## src/rtl/dict_arb_pkg.sv

```systemverilog
// Shared definitions for the dictionary ROM arbiter: state encoding and
// default geometry/timing constants.
package dict_arb_pkg;

    // Owner of the previous cycle's grant
    typedef enum logic [1:0] {
        IDLE = 2'd0,
        OWN0 = 2'd1,
        OWN1 = 2'd2
    } state_t;

    localparam int ADDR_W_DEF    = 12;
    localparam int DATA_W_DEF    = 32;
    localparam int MAX_BURST_DEF = 16;
    localparam int RD_LAT_DEF    = 1;

endpackage

```

## src/rtl/dict_arb_vpipe.sv

```systemverilog
// RD_LAT-deep shift register carrying the {port1, port0} grant bits so that
// each grant re-emerges as a one-cycle read-valid pulse aligned with ROM data.
module dict_arb_vpipe
    import dict_arb_pkg::*;
#(
    parameter int RD_LAT = RD_LAT_DEF
) (
    input  logic       clock,
    input  logic       reset,
    input  logic [1:0] din,
    output logic [1:0] dout
);

    logic [1:0] stage [RD_LAT];

    // Shift grant bits one stage per cycle; reset discards in-flight reads
    always_ff @(posedge clock or negedge reset) begin
        if (!reset) begin
            for (int i = 0; i < RD_LAT; i++) begin
                stage[i] <= 2'b00;
            end
        end else begin
            stage[0] <= din;
            for (int i = 1; i < RD_LAT; i++) begin
                stage[i] <= stage[i-1];
            end
        end
    end

    assign dout = stage[RD_LAT-1];

endmodule

```

## src/rtl/dict_arbiter.sv

```systemverilog
// Two-port arbiter in front of a shared dictionary ROM. Port 0 is the CPU
// dictmem path, port 1 the decrypt search engine. Grants are combinational;
// an owner keeps the ROM while requesting, but yields after MAX_BURST
// consecutive grants if the other port is waiting. Read data returns
// RD_LAT cycles after the grant, qualified by rvalidN.
//
// Handshake: reqN/addrN are held by the requester until it sees gntN high in
// the same cycle; each gntN cycle is exactly one accepted read and produces
// exactly one rvalidN pulse RD_LAT cycles later, which cannot be stalled.
module dict_arbiter
    import dict_arb_pkg::*;
#(
    parameter int ADDR_W    = ADDR_W_DEF,
    parameter int DATA_W    = DATA_W_DEF,
    parameter int MAX_BURST = MAX_BURST_DEF,
    parameter int RD_LAT    = RD_LAT_DEF
) (
    input  logic              clock,
    input  logic              reset,
    input  logic              req0,
    input  logic              req1,
    input  logic [ADDR_W-1:0] addr0,
    input  logic [ADDR_W-1:0] addr1,
    output logic              gnt0,
    output logic              gnt1,
    output logic              rvalid0,
    output logic              rvalid1,
    output logic [DATA_W-1:0] rdata0,
    output logic [DATA_W-1:0] rdata1,
    output logic [ADDR_W-1:0] rom_addr,
    input  logic [DATA_W-1:0] rom_data,
    output state_t            fsm_state
);

    localparam int              CNT_W   = $clog2(MAX_BURST + 1);
    localparam logic [CNT_W-1:0] CNT_MAX = CNT_W'(MAX_BURST);

    state_t           state;
    logic             ptr;        // port with priority on a tie from IDLE
    logic [CNT_W-1:0] burst_cnt;
    logic             gnt0_raw;
    logic             gnt1_raw;
    logic [1:0]       vld;

    // Grant decision from current owner, requests, pointer and burst length
    always_comb begin
        gnt0_raw = 1'b0;
        gnt1_raw = 1'b0;
        case (state)
            OWN0: begin
                if (req0) begin
                    if (req1 && burst_cnt == CNT_MAX) gnt1_raw = 1'b1;
                    else                              gnt0_raw = 1'b1;
                end else if (req1) begin
                    gnt1_raw = 1'b1;
                end
            end
            OWN1: begin
                if (req1) begin
                    if (req0 && burst_cnt == CNT_MAX) gnt0_raw = 1'b1;
                    else                              gnt1_raw = 1'b1;
                end else if (req0) begin
                    gnt0_raw = 1'b1;
                end
            end
            default: begin
                if (req0 && req1) begin
                    gnt0_raw = ~ptr;
                    gnt1_raw = ptr;
                end else begin
                    gnt0_raw = req0;
                    gnt1_raw = req1;
                end
            end
        endcase
    end

    // Grants are forced low while reset is held, regardless of requests
    assign gnt0     = gnt0_raw & reset;
    assign gnt1     = gnt1_raw & reset;
    assign rom_addr = gnt0 ? addr0 : (gnt1 ? addr1 : '0);

    // Track owner, round-robin pointer and consecutive-grant count
    always_ff @(posedge clock or negedge reset) begin
        if (!reset) begin
            state     <= IDLE;
            ptr       <= 1'b0;
            burst_cnt <= '0;
        end else if (gnt0) begin
            state     <= OWN0;
            ptr       <= 1'b1;
            if (state == OWN0)
                burst_cnt <= (burst_cnt == CNT_MAX) ? burst_cnt : burst_cnt + 1'b1;
            else
                burst_cnt <= CNT_W'(1);
        end else if (gnt1) begin
            state     <= OWN1;
            ptr       <= 1'b0;
            if (state == OWN1)
                burst_cnt <= (burst_cnt == CNT_MAX) ? burst_cnt : burst_cnt + 1'b1;
            else
                burst_cnt <= CNT_W'(1);
        end else begin
            state     <= IDLE;
            burst_cnt <= '0;
        end
    end

    dict_arb_vpipe #(.RD_LAT(RD_LAT)) u_vpipe (
        .clock (clock),
        .reset (reset),
        .din   ({gnt1, gnt0}),
        .dout  (vld)
    );

    assign rvalid0   = vld[0];
    assign rvalid1   = vld[1];
    assign rdata0    = rom_data;
    assign rdata1    = rom_data;
    assign fsm_state = state;

endmodule

```

## config.mk

```make
export PLATFORM = sky130hd
export DESIGN_NAME = dict_arbiter
export DESIGN_NICKNAME = d
export VERILOG_FILES = /design/src/rtl/dict_arb_pkg.sv /design/src/rtl/dict_arb_vpipe.sv /design/src/rtl/dict_arbiter.sv
export SDC_FILE = /design/constraint.sdc
export NUM_CORES = 1
export LEC_CHECK = 0
export ABC_AREA = 1
export BUFFER_PORTS_ARGS = -buffer_cell sky130_fd_sc_hd__buf_2
export CORE_MARGIN = 2
export CORE_UTILIZATION = 32
export CTS_CLUSTER_DIAMETER = 120
export DETAILED_ROUTE_END_ITERATION = 10
export PLACE_DENSITY_LB_ADDON = 0.1
export SLEW_MARGIN = 5
export SYNTH_ARGS = -nofsm -noshare
export SYNTH_HDL_FRONTEND = slang
export SYNTH_HIERARCHICAL = 1
export SYNTH_SLANG_ARGS = --single-unit
```

## constraint.sdc

```tcl
create_clock -name clock -period 1.6 [get_ports clock]
set_input_delay 0 -clock clock [delete_from_list [all_inputs] [get_ports clock]]
set_output_delay 0 -clock clock [all_outputs]
set_load 0.01 [all_outputs]
```

After elaboration in Yosys (flattened, before gate mapping)
Cells that the tools add are included.

Register bits after elaboration: 10. Logic and storage cells: 40. Output and inout bits: 82. Input bits: 60.

Add/subtract/negate cells: 1. Eq/ne operators: 3. Multiplexer cells: 25. Reduce and logical (&&, ||, !) cells: 4. Bitwise operators: 3.

Operator list (number): 5-bit two-way mux (5); 12-bit two-way mux (2); 1-bit two-way mux (14); 5-bit by 1-bit adder with 5-bit output, second input constant (1); 5-bit equality test, second input constant (1); 2-bit two-way mux (2); 1-bit case mux with 2 select lines (2); 1-bit logical AND (3); 1-bit AND (2); 2-bit by 1-bit equality test with 1-bit output, second input constant (1); 2-bit equality test, second input constant (1); 2-bit nonzero test (1); 1-bit NOT (1).

Logic depth before layout (Yosys ltp)
Gate-level depths: netlist of the first run.

Depth after elaboration: 8. Depth in mapped cells: 13. Depth with buffers taken out: 12.

Hierarchy
Netlist of the first run, hierarchy kept.

By module, submodules not included: dict_arbiter (area each 1312.5 um2, instances 1, sequential area each 200.2 um2, cells an instance 191); dict_arb_vpipe (area each 50.0 um2, instances 1, sequential area each 50.0 um2, cells an instance 2).

Worst setup path after synthesis of the first run
Ideal clock, no wire load.

Path type: reg-to-reg. Start point: register state[0], in the netlist fsm_state[0]. End point: register u_vpipe.stage, in the netlist u_vpipe/dout[1]. Slack: 0.068 ns. Path buffers: 2. Data arrival time: 1.401 ns. Data required time: 1.469 ns. Library setup time: 0.131 ns. Cell stages (with the launch flop): 9. Path through: dfrtp_1 -> inv_1 -> ha_1 -> inv_1 -> o21a_1 -> buf_4 -> buf_4 -> nand2_1 -> inv_1.

Word-level cells in the longest chain between the ends: 3. Elaborated cells between the ends (all ways): 4. Those cells by class: 2 x eq/ne; 1 x mux; 1 x bitwise.

Ends and longest elaborated chain: from (decl) (line dict_arbiter.sv:38) `state_t state;`; from (signal assigned) (line dict_arbiter.sv:86) `state <= IDLE;`; from (signal assigned) (line dict_arbiter.sv:90) `state <= OWN0;`; from (signal assigned) (line dict_arbiter.sv:97) `state <= OWN1;`; 2-bit equality test / 2-bit by 1-bit equality test with 1-bit output (equally long branches) (line dict_arbiter.sv:49) `case (state)`; 1-bit case mux with 2 select lines (*) (line dict_arbiter.sv:49); 1-bit AND (*) (line dict_arbiter.sv:80) `assign gnt1 = gnt1_raw & reset;`; net gnt1 (line dict_arbiter.sv:25) `output logic gnt1,`; to (signal, indexed assignment) (line dict_arb_vpipe.sv:25) `stage[i] <= stage[i-1];`; to (decl) (line dict_arb_vpipe.sv:14) `logic [1:0] stage [RD_LAT];`.

Mark *: on every way through the listed nets, which the timed path passes. The rest lies on a longest branch. A chain may end at the register's enable or synchronous reset.

Worst setup path after layout of the first run
Start point: register burst_cnt[1]. End point: output port rom_addr[1].

Word-level cells in the longest chain between the ends: 8. Elaborated cells between the ends (all ways): 17. Those cells by class: 1 x eq/ne; 12 x mux; 2 x bitwise; 2 x reduce/logical.

Ends and longest elaborated chain: from (decl) (line dict_arbiter.sv:40) `logic [CNT_W-1:0] burst_cnt;`; from (signal assigned) (line dict_arbiter.sv:93) `burst_cnt <= (burst_cnt == CNT_MAX) ? burst_cnt : burst_cnt + 1'b1;`; from (signal assigned) (line dict_arbiter.sv:100) `burst_cnt <= (burst_cnt == CNT_MAX) ? burst_cnt : burst_cnt + 1'b1;`; 5-bit equality test (*) (line dict_arbiter.sv:52, dict_arbiter.sv:60); 1-bit logical AND, on equally long branches (line dict_arbiter.sv:60, dict_arbiter.sv:52); 1-bit two-way mux, on equally long branches (line dict_arbiter.sv:60, dict_arbiter.sv:52); 1-bit two-way mux, on equally long branches (line dict_arbiter.sv:59, dict_arbiter.sv:51); 1-bit case mux with 2 select lines (line dict_arbiter.sv:49); 1-bit AND (line dict_arbiter.sv:80); 12-bit two-way mux (line dict_arbiter.sv:81) `assign rom_addr = gnt0 ? addr0 : (gnt1 ? addr1 : '0);`; 12-bit two-way mux (*) (line dict_arbiter.sv:81); to (decl) (line dict_arbiter.sv:30) `output logic [ADDR_W-1:0] rom_addr,`.

Every way passes the cells marked *; elsewhere a longest branch is shown, timed or not.

==> qor.yml, run 1 <==
yosys:
  mappedNetlistArea_um2: 1360
  synth-seq-cells: 10
  synth_edf_count: 0
  ys_seq_area_share_pct: 18.4
  syn_nets: 257
  async_flop_share_pct: 100
  syn_area_per_cell_um2: 7.06
  synth_cells: 193
  yosys_warnings: 6
  yosys_most_used_dff: "dfrtp_1"
  ys_types: 19
clock_network:
  clkTransAtPathRegs_ns: 0.05
  cts_made_buffers: 3
  clock_path_buffers: 2
  clock_latency_ns: 0.24
  ctsRootBufferMaster: "clkbuf_8"
  cts_num_sinks: 10
  cts_tree: "yes"
  cts_max_level: 1
routing:
  firstDrtPassIters: 4
  wire_per_inst_um: 14.7
  drc_errors: 0
  vias: 1150
  finalWirelength_um: 3600
  ant_nets: 0
  drtIter0Drc: 33
  routed_via_density: 4.69
hold_path:
  holdPathStages: 0
  hp-class: "in -> out"
  hp-start: "rom_data[0]"
  hold_end: "rdata0[0]"
critical_path:
  rr_endpoint: "burst_cnt[0]"
  path_max_fanout: 8
  reg2regPathDepth: 13
  crit-reg2reg-launch: "burst_cnt[1]"
  critPathBufInv: 4
  cp-end-kind: "output pin"
  required_ns: 1.60
  slowest_delay_ns: 0.39
  start_kind: "flop"
  rrSetupSlack_ns: -0.01
  cp_cell_sequence: "inv_2 -> ha_4 -> nand2_2 -> inv_2 -> nand3_2 -> nand2_2 -> nand3_4 -> nand2_8 -> buf_8 -> nand4_1 -> nand2_1 -> buf_2"
  cp_slowest_cell: "dfrtp_1"
  worstSetupStartpoint: "burst_cnt[1]"
  arrival_ns: 1.76
  path_class: "reg -> out"
  cp_top_family: "simple AND/OR/NAND/NOR gates"
floorplanning:
  start_util_pct: 33.6
  core.rowCount: 23
  fp.dieArea_um2: 4800
  core_area_um2: 4060
  fp.dieH_um: 69.3
  die_width_um: 69.3
  ios: 142
pwr:
  p_leak_nw: 0.860
  powerDensity_nw_per_um2: 1290
  pwr-share-seq_pct: 16.6
  internal_power_mw: 1.21
  swShare_pct: 40.7
  combPwrFrac_pct: 67.7
  finalPower_mw: 2.03
  p_switching_uw: 827
  peakVddDrop_uv: 423
  pwr-share-clk_pct: 15.7
sta:
  fin_skew_ns: 0.00238
  finalCritPeriodShare_pct: 110
  hold_viol: 0
  rsz0062_at_grt: "true"
  finalSetupViolCount: 18
  drv_slew: 0
  slew_headroom_pct: 81.3
  setup_slack_ns: -0.161
  fin_crit_ns: 1.76
  tightest_slew_ns: 0.280
  fmax_mhz: 568
global_route:
  grt_usage_pct: 14.9
  grt_pass1_vias: 1157
  grt_pass1_wl_um: 5760
  grt_overflow: 0
  grt_start_max_net_pins: 21
  antenna_found_initial: 0
placement:
  numPortBuffers: 45
  dp_hpwl_um: 2480
  gp_congestion: 0.784
  place_ws_ns: 0.00591
job:
  drv_cap: 0
layout:
  diodes: 0
  layout-drive-gt1-share_pct: 52.3
  syn2layout_area_growth_pct: 16.2
  nets: 260
outcome:
  violations: "negative setup slack"
  outcome: "finished with violations"
worst max path at each step:
stage	to	slack, ns	cells past startpoint
5_1_grt	rom_addr[4]	-0.28	12
6_report	rom_addr[1]	-0.16	12
3_5_place_dp	rom_addr[1]	0.006	12
4_1_cts	rom_addr[1]	-0.16	12
2_1_floorplan	u_vpipe/dout[1]	0.07	8
3_3_place_gp	rom_addr[1]	0.02	12
kinds of logic (layout without fill, tap and decap cells):
logic type      Yosys count  in the layout  synth area share (%)
compound gates            3              3                  1.47
simple gates             87             87                  29.8
flops                    10             10                  18.4
xor+xnor                  4              4                  2.57
fa+ha+maj                 4              4                  3.67
buf+inv                  85             87                  44.2
Yosys cell counts (2+ instances only):
cell type | n | area [um^2]
buf_4 | 67 | 503
nand2_1 | 47 | 176
nand4_1 | 16 | 100
inv_1 | 14 | 52.6
dfrtp_1 | 10 | 250
nor2_1 | 10 | 37.5
nand3_1 | 8 | 40.0
ha_1 | 4 | 50.1
xor2_1 | 4 | 35.0
buf_6 | 2 | 22.5
nand2_2 | 2 | 12.5
nand3_2 | 2 | 20.0
through the flow:
stage | setup TNS (ns) | hold slack (ns) | utilization [%] | instance area [um^2] | std cells
2_1_floorplan | 0 | -0.296 | - | 1360 | 193
3_3_place_gp | 0 | -0.109 | 29.7 | 1200 | 228
3_5_place_dp | 0 | -0.109 | 29.7 | 1200 | 228
4_1_cts | -1.79 | 0.000101 | 35.7 | 1450 | 241
5_1_grt | -3.58 | 0.0000200 | 39.0 | 1580 | 245
6_report | -1.71 | 0.00000570 | 39.0 | 1580 | 245
power by group through the flow:
stage / Sequential [mW] / Combinational [mW] / Clock, mW
after detailed placement: 0.336 / 0.895 / 0
after global placement: 0.336 / 0.898 / 0
after CTS: 0.338 / 1.21 / 0.328
final: 0.338 / 1.38 / 0.319
after global routing: 0.342 / 1.51 / 0.347
after floorplan: 0.350 / 0.690 / 0
layout make-up:
cell class	count	area, um^2
Inverter	15	71.3
Clock buffer	4	55.1
Timing Repair Buffer	67	505
Timing Repair inverter	1	16.3
Multi-Input combinational cell	98	622
Tap cell	50	62.6
Fill cell	439	2470
Sequential cell	10	250
layer usage:
| layer | vias to the layer above | track usage [%] | wire length, um |
|---|---|---|---|
| met5 | - | 0 | 0 |
| met4 | 0 | 8.06 | 96 |
| met2 | 86 | 25.9 | 1850 |
| met3 | 9 | 3.78 | 313 |
| li1 | 548 | - | - |
| met1 | 507 | 16.5 | 1350 |
registers in the layout, indices dropped and copies added, names as in the netlist:
name          flops
u_vpipe/dout      2
burst_cnt         5
ptr               1
fsm_state         2
cell usage in the layout (no fill, tap or decap), types with 2 or more instances in the layout:
master    instances
buf_6             6
clkbuf_8          4
nand3_2           3
inv_2             7
nand3_4           2
nand3_1           5
nand2_1          37
buf_16            2
ha_4              3
nand4_1          16
buf_4            11
buf_2            43
nand2_2          10
dfrtp_1          10
nor2_1           10
clkinv_8          2
xor2_1            4
buf_12            3
inv_1             6
what timing repair did:
action	4_1_cts	5_1_grt
buffers inserted	6	3
endpoints found under the hold margin	10	0
pin swaps	6	13
resized for setup	23	26
cloned	2	1
endpoints found under the setup margin	14	20
hold buffers	1	0
Power figures use the tool's default switching activity.
==> run 2, diff against run 1 <==
--- a/config.mk
+++ b/config.mk
@@ -8,7 +8,8 @@
 export ABC_AREA = 1
 export BUFFER_PORTS_ARGS = -buffer_cell sky130_fd_sc_hd__buf_2
 export CORE_MARGIN = 2
-export CORE_UTILIZATION = 32
+export CORE_UTILIZATION = 33
+export CTS_BUF_LIST = sky130_fd_sc_hd__clkbuf_8
 export CTS_CLUSTER_DIAMETER = 120
 export DETAILED_ROUTE_END_ITERATION = 10
 export PLACE_DENSITY_LB_ADDON = 0.1
==> run 2 against run 1 <==
  * The run still ends with negative setup slack left
  * Critical path depth shrank 3
  * Worst setup slack lost 0.0098 ns
  * Hold slack is essentially flat
  * Count of clock-buffer cells in the layout shrank 1
  * Largest power group unchanged
  * Sequential power is essentially flat
==> qor.yml, run 2 (synthesis results as in run 1) <==
placement:
  place_ws_ns: -0.0191
  gp_congestion: 0.771
  dp_hpwl_um: 2530
  numPortBuffers: 45
  placed_cells: 227
  placed_area_um2: 1210
floorplanning:
  core.rowCount: 23
  die_width_um: 68.3
  fp.dieH_um: 68.3
  core_area_um2: 4000
  start_util_pct: 34.1
  ios: 142
  fp.dieArea_um2: 4660
sta:
  fmax_mhz: 565
  fin_tns_setup_ns: -1.74
  fin_skew_ns: 0.00141
  fin_crit_ns: 1.77
  finalSetupViolCount: 18
  hold_viol: 0
  rsz0062_at_grt: "true"
  tightest_slew_ns: 0.512
  drv_slew: 0
  holdWs_ns: 0.00000570
  finalCritPeriodShare_pct: 111
  setup_slack_ns: -0.171
  slew_headroom_pct: 65.7
job:
  drv_cap: 0
pwr:
  peakVddDrop_uv: 305
  p_leak_nw: 0.821
  finalPower_mw: 1.81
  powerDensity_nw_per_um2: 1240
layout:
  final_cell_mix: "buf_2, nand2_1, nand4_1"
  layout-drive-gt1-share_pct: 46.6
  nets: 257
  layout_commonest_cell: "buf_2"
  regMostFlops: "burst_cnt"
  diodes: 0
  fin_util_pct: 36.6
  fin_area_um2: 1460
  layout.cells.non_filler: 241
  syn2layout_area_growth_pct: 7.44
  largest_reg_flops: 5
routing:
  wire_per_inst_um: 14.5
  drtIter0Drc: 52
  ant_nets: 0
  finalWirelength_um: 3490
  drc_errors: 0
  routed_via_density: 4.61
  firstDrtPassIters: 4
  vias: 1111
critical_path:
  slowest_delay_ns: 0.42
  crit-reg2reg-launch: "burst_cnt[1]"
  start_kind: "flop"
  cp_slowest_cell: "dfrtp_1"
  worstSetupStartpoint: "burst_cnt[2]"
  required_ns: 1.60
  cp-end-kind: "output pin"
  cp_common_cell: "nand3_2"
  arrival_ns: 1.77
  rrSetupSlack_ns: -0.04
  path_class: "reg -> out"
  path_max_fanout: 8
  cp_cell_sequence: "nor2_2 -> nand3_2 -> nand2_2 -> nand3_2 -> nand2_4 -> buf_12 -> nand4_1 -> nand2_1 -> buf_2"
global_route:
  antenna_found_initial: 0
  grt_pass1_vias: 1086
  grt_start_max_net_pins: 21
  grt_overflow: 0
  grt_pass1_wl_um: 5180
  grt_usage_pct: 14.7
clock_network:
  ctsRootBufferMaster: "clkbuf_8"
  cts_num_sinks: 10
  cts_max_level: 1
  clock_path_buffers: 2
  clkTransAtPathRegs_ns: 0.05
  cts_made_buffers: 3
  cts_tree: "yes"
  clock_latency_ns: 0.23
outcome:
  violations: "negative setup slack"
  outcome: "finished with violations"
hold_path:
  hp-class: "in -> out"
  hp-start: "rom_data[7]"
-- run 2: final timing paths --
kind	cells after the start	end
worst max-delay path	9	rom_addr[11]
worst min register to register	4	ptr
worst max register to register	14	burst_cnt[0]
worst min-delay path	0	rdata1[7]
max in group asynchronous	2	fsm_state[1]
min in group asynchronous	2	burst_cnt[4]
-- run 2: what timing repair did --
action | CTS | global route
resized for setup | 13 | 14
setup endpoints to repair | 14 | 20
setup buffers | 5 | 3
hold endpoints to repair | 10 | 0
pin swaps | 6 | 10
hold buffers | 1 | 0
cloned | 1 | 1
-- run 2: report_power, final --
part	switching (mW)	internal [mW]	leakage, nW	total (mW)
logic	0.615	0.601	0.666	1.22
registers	0.0330	0.306	0.133	0.339
clock network	0.0956	0.165	0.0216	0.260
-- run 2: final cells by class --
type                    instances  area (um^2)
clock buffers                   3         41.3
fillers                       429         2540
inverters                      15         63.8
multi-input cells              98          578
flip-flops and latches         10          250
well taps                      50         62.6
repair buffers                 65          468
-- run 2: worst max-delay path, delay by kind of cell, from the launching register on --
family / cells / cell delay, ns
buffers and inverters: 2 / 0.27
flip-flops: 1 / 0.42
AND/OR/NAND/NOR: 7 / 0.84
-- run 2: metal layers --
layer | wire length, um | GRT usage (%)
met1 | 1420 | 17.1
met2 | 1760 | 25.6
met3 | 285 | 3.29
met4 | 27 | 6.75
met5 | 0 | 0
==> run 3, diff against run 2 <==
--- a/config.mk
+++ b/config.mk
@@ -12,7 +12,9 @@
 export CTS_BUF_LIST = sky130_fd_sc_hd__clkbuf_8
 export CTS_CLUSTER_DIAMETER = 120
 export DETAILED_ROUTE_END_ITERATION = 10
+export GPL_TIMING_DRIVEN = 0
 export PLACE_DENSITY_LB_ADDON = 0.1
+export SETUP_SLACK_MARGIN = 0.1
 export SLEW_MARGIN = 5
 export SYNTH_ARGS = -nofsm -noshare
 export SYNTH_HDL_FRONTEND = slang
==> run 3 against run 2 <==
  * The flow still finishes with violations (negative setup slack)
  * Hold slack gained 0.18 ns
  * Via count is 46% higher
  * Total power up 23%
  * Global-route usage rose by 5.9 points
  * Flip-flop and latch count stayed put
  * Clock power up 9.2%
  * Clock skew increased by 0.0091 ns
  * Critical path depth grew 4
  * Register-to-register slack worse by 0.12 ns
  * Cell count rose by 59%
  * Die area stayed put
  * Critical endpoint is now rom_addr[10]
  * Largest cell class is now buffers
==> qor.yml, run 3 (synthesis results as in run 1) <==
outcome:
  outcome: "finished with violations"
  violations: "negative setup slack"
layout:
  nets: 399
  fin_util_pct: 60.7
  syn2layout_area_growth_pct: 78.1
  largest_reg_flops: 5
  fin_area_um2: 2430
  regMostFlops: "burst_cnt"
  fill_cells: 387
  final_cell_mix: "buf_2, buf_4, nand2_1, nand4_1, buf_6"
  layout-drive-gt1-share_pct: 70.7
  multiInputGateArea_um2: 597
  diodes: 0
  seq_area_um2: 251
  layout_commonest_cell: "buf_2"
  layout.cells.non_filler: 384
clock_network:
  cts_max_level: 1
  cts_tree: "yes"
  clock_latency_ns: 0.25
  cts_made_buffers: 3
  clkTransAtPathRegs_ns: 0.05
  cts_num_sinks: 10
  clock_path_buffers: 2
  ctsRootBufferMaster: "clkbuf_8"
sta:
  slew_headroom_pct: 66.8
  fin_skew_ns: 0.0105
  hold_viol: 0
  drv_slew: 0
  fin_crit_ns: 1.79
  fmax_mhz: 559
  tightest_slew_ns: 0.496
  fin_tns_setup_ns: -2.64
  holdWs_ns: 0.183
  setup_slack_ns: -0.188
  finalCritPeriodShare_pct: 112
  finalSetupViolCount: 18
  rsz0062_at_grt: "true"
critical_path:
  setup.worst_path.end: "rom_addr[10]"
  worstSetupStartpoint: "burst_cnt[0]"
  rr_endpoint: "burst_cnt[2]"
  rrSetupSlack_ns: -0.16
  path_class: "reg -> out"
  start_kind: "flop"
  crit-reg2reg-launch: "burst_cnt[0]"
  path_max_fanout: 8
  cp-end-kind: "output pin"
  required_ns: 1.60
  reg2regPathDepth: 15
  arrival_ns: 1.79
pwr:
  pwr-share-clk_pct: 12.7
  p_leak_nw: 1.46
  powerDensity_nw_per_um2: 918
  internal_power_mw: 1.34
  combPwrFrac_pct: 72.1
  pwr-share-seq_pct: 15.2
  peakVddDrop_uv: 357
  p_switching_uw: 891
  swShare_pct: 40.0
placement:
  dp_hpwl_um: 3510
  gp_congestion: 0.765
  placed_cells: 352
  placed_area_um2: 1980
  numPortBuffers: 109
routing:
  ant_nets: 0
  drc_errors: 0
  firstDrtPassIters: 4
  drtIter0Drc: 47
  vias: 1624
  wire_per_inst_um: 12.4
  routed_via_density: 4.23
  finalWirelength_um: 4750
global_route:
  grt_overflow: 0
  grt_pass1_wl_um: 7240
  grt_start_max_net_pins: 11
  grt_pass1_vias: 1613
  antenna_found_initial: 0
  grt_usage_pct: 20.6
floorplanning:
  fp.dieArea_um2: 4660
  start_util_pct: 34.1
  core_area_um2: 4000
  fp.dieH_um: 68.3
  ios: 142
  core.rowCount: 23
  die_width_um: 68.3
hold_path:
  hp-class: "in -> out"
job:
  drv_cap: 0
==> run 3: cell type report <==
class                           count  share of cell area (%)
Timing Repair Buffer              137                    34.9
Multi-Input combinational cell     98                    24.6
Buffer                             70                    23.1
Sequential cell                    10                    10.4
Inverter                           15                    2.63
Tap cell                           50                    2.58
Clock buffer                        3                    1.70
Clock inverter                      1                   0.155
==> run 3: worst min-delay path by stage <==
| stage | endpoint | slack, ns | cells after the start | start |
|---|---|---|---|---|
| after CTS | rdata1[26] | 0.18 | 2 | rom_data[26] |
| after global placement | fsm_state[0] | -0.11 | 1 | reset |
| final | rdata0[0] | 0.18 | 2 | rom_data[0] |
| after floorplan | burst_cnt[0] | -0.30 | 0 | reset |
| after detailed placement | fsm_state[0] | -0.11 | 1 | reset |
| after global routing | rdata1[26] | 0.19 | 2 | rom_data[26] |
==> run 3: routing by layer <==
| metal | track usage, % | up-vias | share of wire [%] |
|---|---|---|---|
| met4 | 9.00 | 0 | 1.8 |
| met2 | 38.1 | 66 | 55 |
| met5 | 0 | - | 0 |
| met1 | 22.3 | 723 | 36 |
| li1 | - | 827 | - |
| met3 | 4.44 | 8 | 7.3 |
==> run 3: worst max-delay path: stages (launching register included) <==
cell     delay, ns
dfrtp_1       0.38
inv_2         0.08
ha_4          0.12
nand2_2       0.05
inv_2         0.08
nand3_2       0.07
nand2_2       0.07
nand3_2       0.09
nand2_4       0.08
buf_6         0.13
buf_12        0.11
nand4_1       0.08
nand2_1       0.07
buf_2         0.12
==> run 3: per-stage QoR <==
step                setup WS, ns  power (mW)
finish                    -0.188        2.23
global route              -0.317        2.39
CTS                       -0.205        2.13
detailed placement       -0.0779        1.41
global placement         -0.0800        1.41
floorplan                  0.110        1.07
==> run 3: what timing repair did <==
action / in CTS / in global routing
setup buffers: 24 / 5
gates resized for setup: 27 / 10
pin swaps: 13 / 12
endpoints found under the setup margin: 24 / 24
hold buffers: 1 / 0
hold endpoints to repair: 10 / 0
==> run 3: power by group through the flow <==
stage,clock (mW),sequential (mW),combinational [mW]
after floorplan,0,0.356,0.709
after global placement,0,0.346,1.07
after detailed placement,0,0.347,1.06
after CTS,0.281,0.338,1.51
after global routing,0.294,0.346,1.75
final,0.284,0.338,1.60
